$ cat src/rtl/byte_serial_adder_pkg.sv
// Shared types and constants for the byte-serial adder.
package byte_serial_adder_pkg;

  localparam int unsigned BYTE_W = 8;

  typedef enum logic [1:0] {
    IDLE = 2'd0,
    RUN  = 2'd1,
    DONE = 2'd2
  } state_t;

endpackage

$ cat src/rtl/byte_serial_adder_adder_8bit.sv
// adder_8bit: combinational 8-bit ripple-carry adder; also exposes the carry
// into the MSB so the caller can derive two's-complement overflow.
module adder_8bit
  import byte_serial_adder_pkg::*;
(
  input  logic [BYTE_W-1:0] a,
  input  logic [BYTE_W-1:0] b,
  input  logic              cin,
  output logic [BYTE_W-1:0] s_c,
  output logic              msb_carry_c,
  output logic              cout_c
);

  logic [BYTE_W:0] c;

  always_comb begin
    c    = '0;
    s_c  = '0;
    c[0] = cin;
    for (int i = 0; i < BYTE_W; i++) begin
      s_c[i]   = a[i] ^ b[i] ^ c[i];
      c[i+1]   = (a[i] & b[i]) | (c[i] & (a[i] ^ b[i]));
    end
  end

  assign msb_carry_c = c[BYTE_W-1];
  assign cout_c      = c[BYTE_W];

endmodule

$ cat src/rtl/byte_serial_adder.sv
// Byte-serial adder: one byte per cycle through a single 8-bit ripple adder.
// Define OVERFLOW_FLAG_EN to add the two's-complement overflow output.
module byte_serial_adder
  import byte_serial_adder_pkg::*;
#(
  parameter int unsigned NBYTES = 4
) (
  input  logic                     clk,
  input  logic                     rst,
  input  logic                     in_valid,
  output logic                     in_ready,
  input  logic [BYTE_W*NBYTES-1:0] x,
  input  logic [BYTE_W*NBYTES-1:0] y,
  input  logic                     carry_in,
  output logic                     out_valid,
  input  logic                     out_ready,
  output logic [BYTE_W*NBYTES-1:0] sum,
  output logic                     final_carry_out,
`ifdef OVERFLOW_FLAG_EN
  output logic                     overflow,
`endif
  output logic                     busy
);

  localparam int unsigned IDX_W = (NBYTES > 1) ? $clog2(NBYTES) : 1;

  state_t                          state_q, state_d;
  logic [IDX_W-1:0]                idx_q;
  logic                            carry_q;
  logic [NBYTES-1:0][BYTE_W-1:0]   x_q, y_q, sum_q;
  logic                            fco_q;
  logic                            load, step, last;
  logic [BYTE_W-1:0]               add_s;
  logic                            add_msb_carry, add_cout;

  assign last = (idx_q == IDX_W'(NBYTES - 1));

  adder_8bit u_adder (
    .a           (x_q[idx_q]),
    .b           (y_q[idx_q]),
    .cin         (carry_q),
    .s_c         (add_s),
    .msb_carry_c (add_msb_carry),
    .cout_c      (add_cout)
  );

  always_ff @(posedge clk or posedge rst) begin
    if (rst) state_q <= IDLE;
    else     state_q <= state_d;
  end

  // Next state and Moore handshake outputs decoded from the state register.
  always_comb begin
    state_d   = state_q;
    load      = 1'b0;
    step      = 1'b0;
    in_ready  = 1'b0;
    out_valid = 1'b0;
    busy      = 1'b0;
    case (state_q)
      IDLE: begin
        in_ready = 1'b1;
        if (in_valid) begin
          load    = 1'b1;
          state_d = RUN;
        end
      end
      RUN: begin
        busy = 1'b1;
        step = 1'b1;
        if (last) state_d = DONE;
      end
      DONE: begin
        out_valid = 1'b1;
        if (out_ready) state_d = IDLE;
      end
      default: state_d = IDLE;
    endcase
  end

  // Operand capture and per-byte accumulation into the sum register.
  always_ff @(posedge clk or posedge rst) begin
    if (rst) begin
      idx_q   <= '0;
      carry_q <= 1'b0;
      x_q     <= '0;
      y_q     <= '0;
      sum_q   <= '0;
      fco_q   <= 1'b0;
    end else if (load) begin
      x_q     <= x;
      y_q     <= y;
      carry_q <= carry_in;
      idx_q   <= '0;
    end else if (step) begin
      sum_q[idx_q] <= add_s;
      carry_q      <= add_cout;
      idx_q        <= idx_q + IDX_W'(1);
      if (last) fco_q <= add_cout;
    end
  end

`ifdef OVERFLOW_FLAG_EN
  logic ovf_q;

  always_ff @(posedge clk or posedge rst) begin
    if (rst)              ovf_q <= 1'b0;
    else if (step && last) ovf_q <= add_msb_carry ^ add_cout;
  end

  assign overflow = ovf_q;
`else
  logic unused_msb_carry;
  assign unused_msb_carry = add_msb_carry;
`endif

  assign sum             = sum_q;
  assign final_carry_out = fco_q;

endmodule

$ cat config.mk
export PLATFORM = sky130hd
export DESIGN_NAME = byte_serial_adder
export DESIGN_NICKNAME = d
export VERILOG_FILES = /design/src/rtl/byte_serial_adder_pkg.sv /design/src/rtl/byte_serial_adder_adder_8bit.sv /design/src/rtl/byte_serial_adder.sv
export SDC_FILE = /design/constraint.sdc
export NUM_CORES = 1
export LEC_CHECK = 0
export CORE_ASPECT_RATIO = 0.75
export CORE_MARGIN = 5
export CORE_UTILIZATION = 40
export DETAILED_ROUTE_END_ITERATION = 6
export GPL_ROUTABILITY_DRIVEN = 0
export PLACE_DENSITY = 0.68
export SLEW_MARGIN = 0
export SYNTH_ARGS = -nofsm -noshare
export SYNTH_HDL_FRONTEND = slang
export SYNTH_SLANG_ARGS = --single-unit
$ cat constraint.sdc
create_clock -name clk -period 4.53 [get_ports clk]
set_clock_uncertainty 0.1 [all_clocks]
set_input_delay 0.906 -clock clk [delete_from_list [all_inputs] [get_ports clk]]
set_output_delay 0.906 -clock clk [all_outputs]
set_load 0.05 [all_outputs]
==> impl_metrics.json <==
{
  "rows": 34,
  "max_freq_ghz": 0.230,
  "crit_chain": "mux4_2 > fa_1 > inv_1 > fa_1 > inv_1 > fa_1 > fa_2 > fa_2 > fa_2 > fa_1 > inv_2 > fa_2 > mux2i_1",
  "hold_viol_final": 0,
  "cts_tree": "yes",
  "postSynthAreaPerCell_um2": 17.4,
  "grt_overflow": 0,
  "leakagePower_uw": 0.00285,
  "die_y_um": 105,
  "hold_start": "sum[0]",
  "rsz0062_at_grt": "false",
  "cp.required_ps": 4690,
  "holdPathStages": 1,
  "dr.first_iter.drc_count": 88,
  "worstHoldEndpoint": "sum[0]",
  "instances_no_fill": 558,
  "r2r-end": "sum[23]",
  "synth_top_cells_by_area": "dfrtp_1 (53%), mux2_4 (19%), mux4_2 (7.4%), mux2_2 (6.5%), fa_1 (3.3%)",
  "reg2reg_depth": 13,
  "setup_viol": 0,
  "crit_fanout": 4,
  "syn-instance-count": 280,
  "cts_max_path_buffers": 2,
  "maxSlewHeadroom_pct": 33.1,
  "worst_slack_ps": 190,
  "syn-cell-area_um2": 4860,
  "critPathBufInv": 3,
  "antenna_left": 0,
  "syn-num-nets": 361,
  "detail_route.wirelength_mm": 10.0,
  "yosysWarnings": 0,
  "ys.flop_type": "dfrtp_1",
  "cp-startpoint": "idx_q[0]",
  "yosys_register_bits": 102,
  "grt_pass1_vias": 2901,
  "drive_above_1_share_pct": 35.4,
  "start_util_pct": 41.4,
  "r2r_start": "idx_q[0]",
  "endpoint_kind": "register",
  "io_buffers": 104,
  "slowest_delay_ps": 530,
  "core_region_area_um2": 11700,
  "route.detailed.drc": 0,
  "fp.dieArea_um2": 14500,
  "synth.most_common_cell": "dfrtp_1",
  "p_per_area_nw_per_um2": 924,
  "vias_per_cell": 4.75,
  "cts-htree-levels": 3,
  "numCtsBuffers": 9,
  "grt_pass1_wl_mm": 15.8,
  "cp_top_family": "adder cells",
  "nets": 473,
  "r2r_setup_slack_ps": 190,
  "grt_antenna_before_repair": 0,
  "die_w_um": 137,
  "synth.top_cell.area_share_pct": 52.5,
  "synth_common_cells": "dfrtp_1 (102), mux2_4 (60), mux2_2 (28)",
  "power_uw": 5890,
  "diodes": 0,
  "start_kind": "register",
  "wl_per_cell_um": 17.9,
  "min_period_over_period_pct": 95.8,
  "post-place-ws_ps": -47.5,
  "ir_drop_uv": 426,
  "drv_slew": 0,
  "synth_edf_count": 0,
  "async_reset_ff_share_pct": 100,
  "clock_latency_ps": 340,
  "slowest_stage": "mux4_2",
  "dr.pass1.iters": 4,
  "hp-class": "register to register",
  "fillCellCount": 970,
  "dp_hpwl_mm": 7.54,
  "maxCapViolCount": 0,
  "worstMarginPinSlew_ps": 1000,
  "pin_count": 105,
  "grt_use_total_pct": 14.3,
  "ys_seq_area_share_pct": 52.5,
  "arrival_ps": 4500,
  "cts.sinks": 102,
  "dp_cells": 542,
  "fin_util_pct": 54.3,
  "clk_pin_slew_ps": 70,
  "post-route-min-period_ps": 4340,
  "grt_start_max_net_pins": 84,
  "outcome": "finished clean",
  "synth_top_cell_by_area": "dfrtp_1",
  "cts-root-buf": "clkbuf_16",
  "num_vias": 2653,
  "synthDistinctLibCells": 27,
  "crit_type": "register to register",
  "area_delta_synth_final_pct": 31.3
}
## repair_timing
action | CTS | global route
setup endpoints to repair | 4 | 4
pin swaps | 0 | 1
hold endpoints to repair | 0 | 0
gates resized for setup | 4 | 3
setup buffers | 0 | 1
hold buffers | 0 | 0
## power by group
part           switching, uW  total (uW)  internal (uW)
logic                   1630        3310           1680
clock network            317         868            551
registers                315        1720           1400
## cell usage in the layout, fill, tap and decap left out
master,count
clkdlybuf4s50_1,104
dfrtp_1,101
mux2_4,60
mux2_2,28
inv_1,19
mux4_2,16
mux2i_1,9
clkbuf_16,9
buf_4,9
fa_1,4
fa_2,4
ha_1,4
nand3b_4,3
nand2b_1,3
bufinv_16,3
nor3b_4,1
nand3b_1,1
o21bai_1,1
nor4b_1,1
and3b_1,1
a211oi_1,1
and2b_1,1
a22o_1,1
nor2_1,1
a21oi_1,1
inv_2,1
inv_4,1
o21ai_0,1
mux2_1,1
clkbuf_8,1
clkinv_2,1
clkbuf_1,1
dfrtp_2,1
buf_12,1
buf_6,1
## state kept, by name, indices dropped and copies added (netlist names)
signal / flops
idx_q: 2
y_q: 32
final_carry_out: 1
sum: 32
carry_q: 1
x_q: 32
state_q: 2
## stage by stage
step | cell area, um^2 | hold WS, ps | TNS, ps
after global routing | 6380 | 421 | 0
after floorplan | 4870 | 375 | 0
after global placement | 6020 | 374 | 0
after CTS | 6370 | 401 | 0
final | 6380 | 391 | 0
after detailed placement | 6020 | 386 | -61.8
## logic make-up after synthesis
logic type | synth area share [%]
AOI/OAI and AO/OA | 0.695
muxes | 34.5
adders and majority gates | 4.33
and+or+nand+nor | 2.63
buffers and inverters | 5.28
DFF | 52.5
## final cells by class
type,instances,area [um^2],area share [%]
clock buffer,11,243,3.80
clock inverter,4,95.1,1.49
inverter,21,81.3,1.27
multi-input combinational,143,2070,32.4
sequential,102,2550,40.0
tap,162,203,3.18
timing repair buffer,115,1140,17.9
## worst max path at each step
| stage | endpoint | depth (start not counted) | slack (ps) |
|---|---|---|---|
| floorplan | sum[31] | 15 | 10 |
| global placement | sum[31] | 13 | 80 |
| detailed placement | sum[23] | 13 | -50 |
| CTS | sum[23] | 13 | 40 |
| global route | sum[23] | 13 | 20 |
| finish | sum[23] | 13 | 190 |
## routing by layer
| metal | GRT usage [%] | wire (um) |
|---|---|---|
| met1 | 22.6 | 5210 |
| met2 | 19.5 | 4110 |
| met3 | 4.14 | 597 |
| met4 | 2.99 | 89 |
| met5 | 0 | 0 |
(Power assumes the default switching activity.)
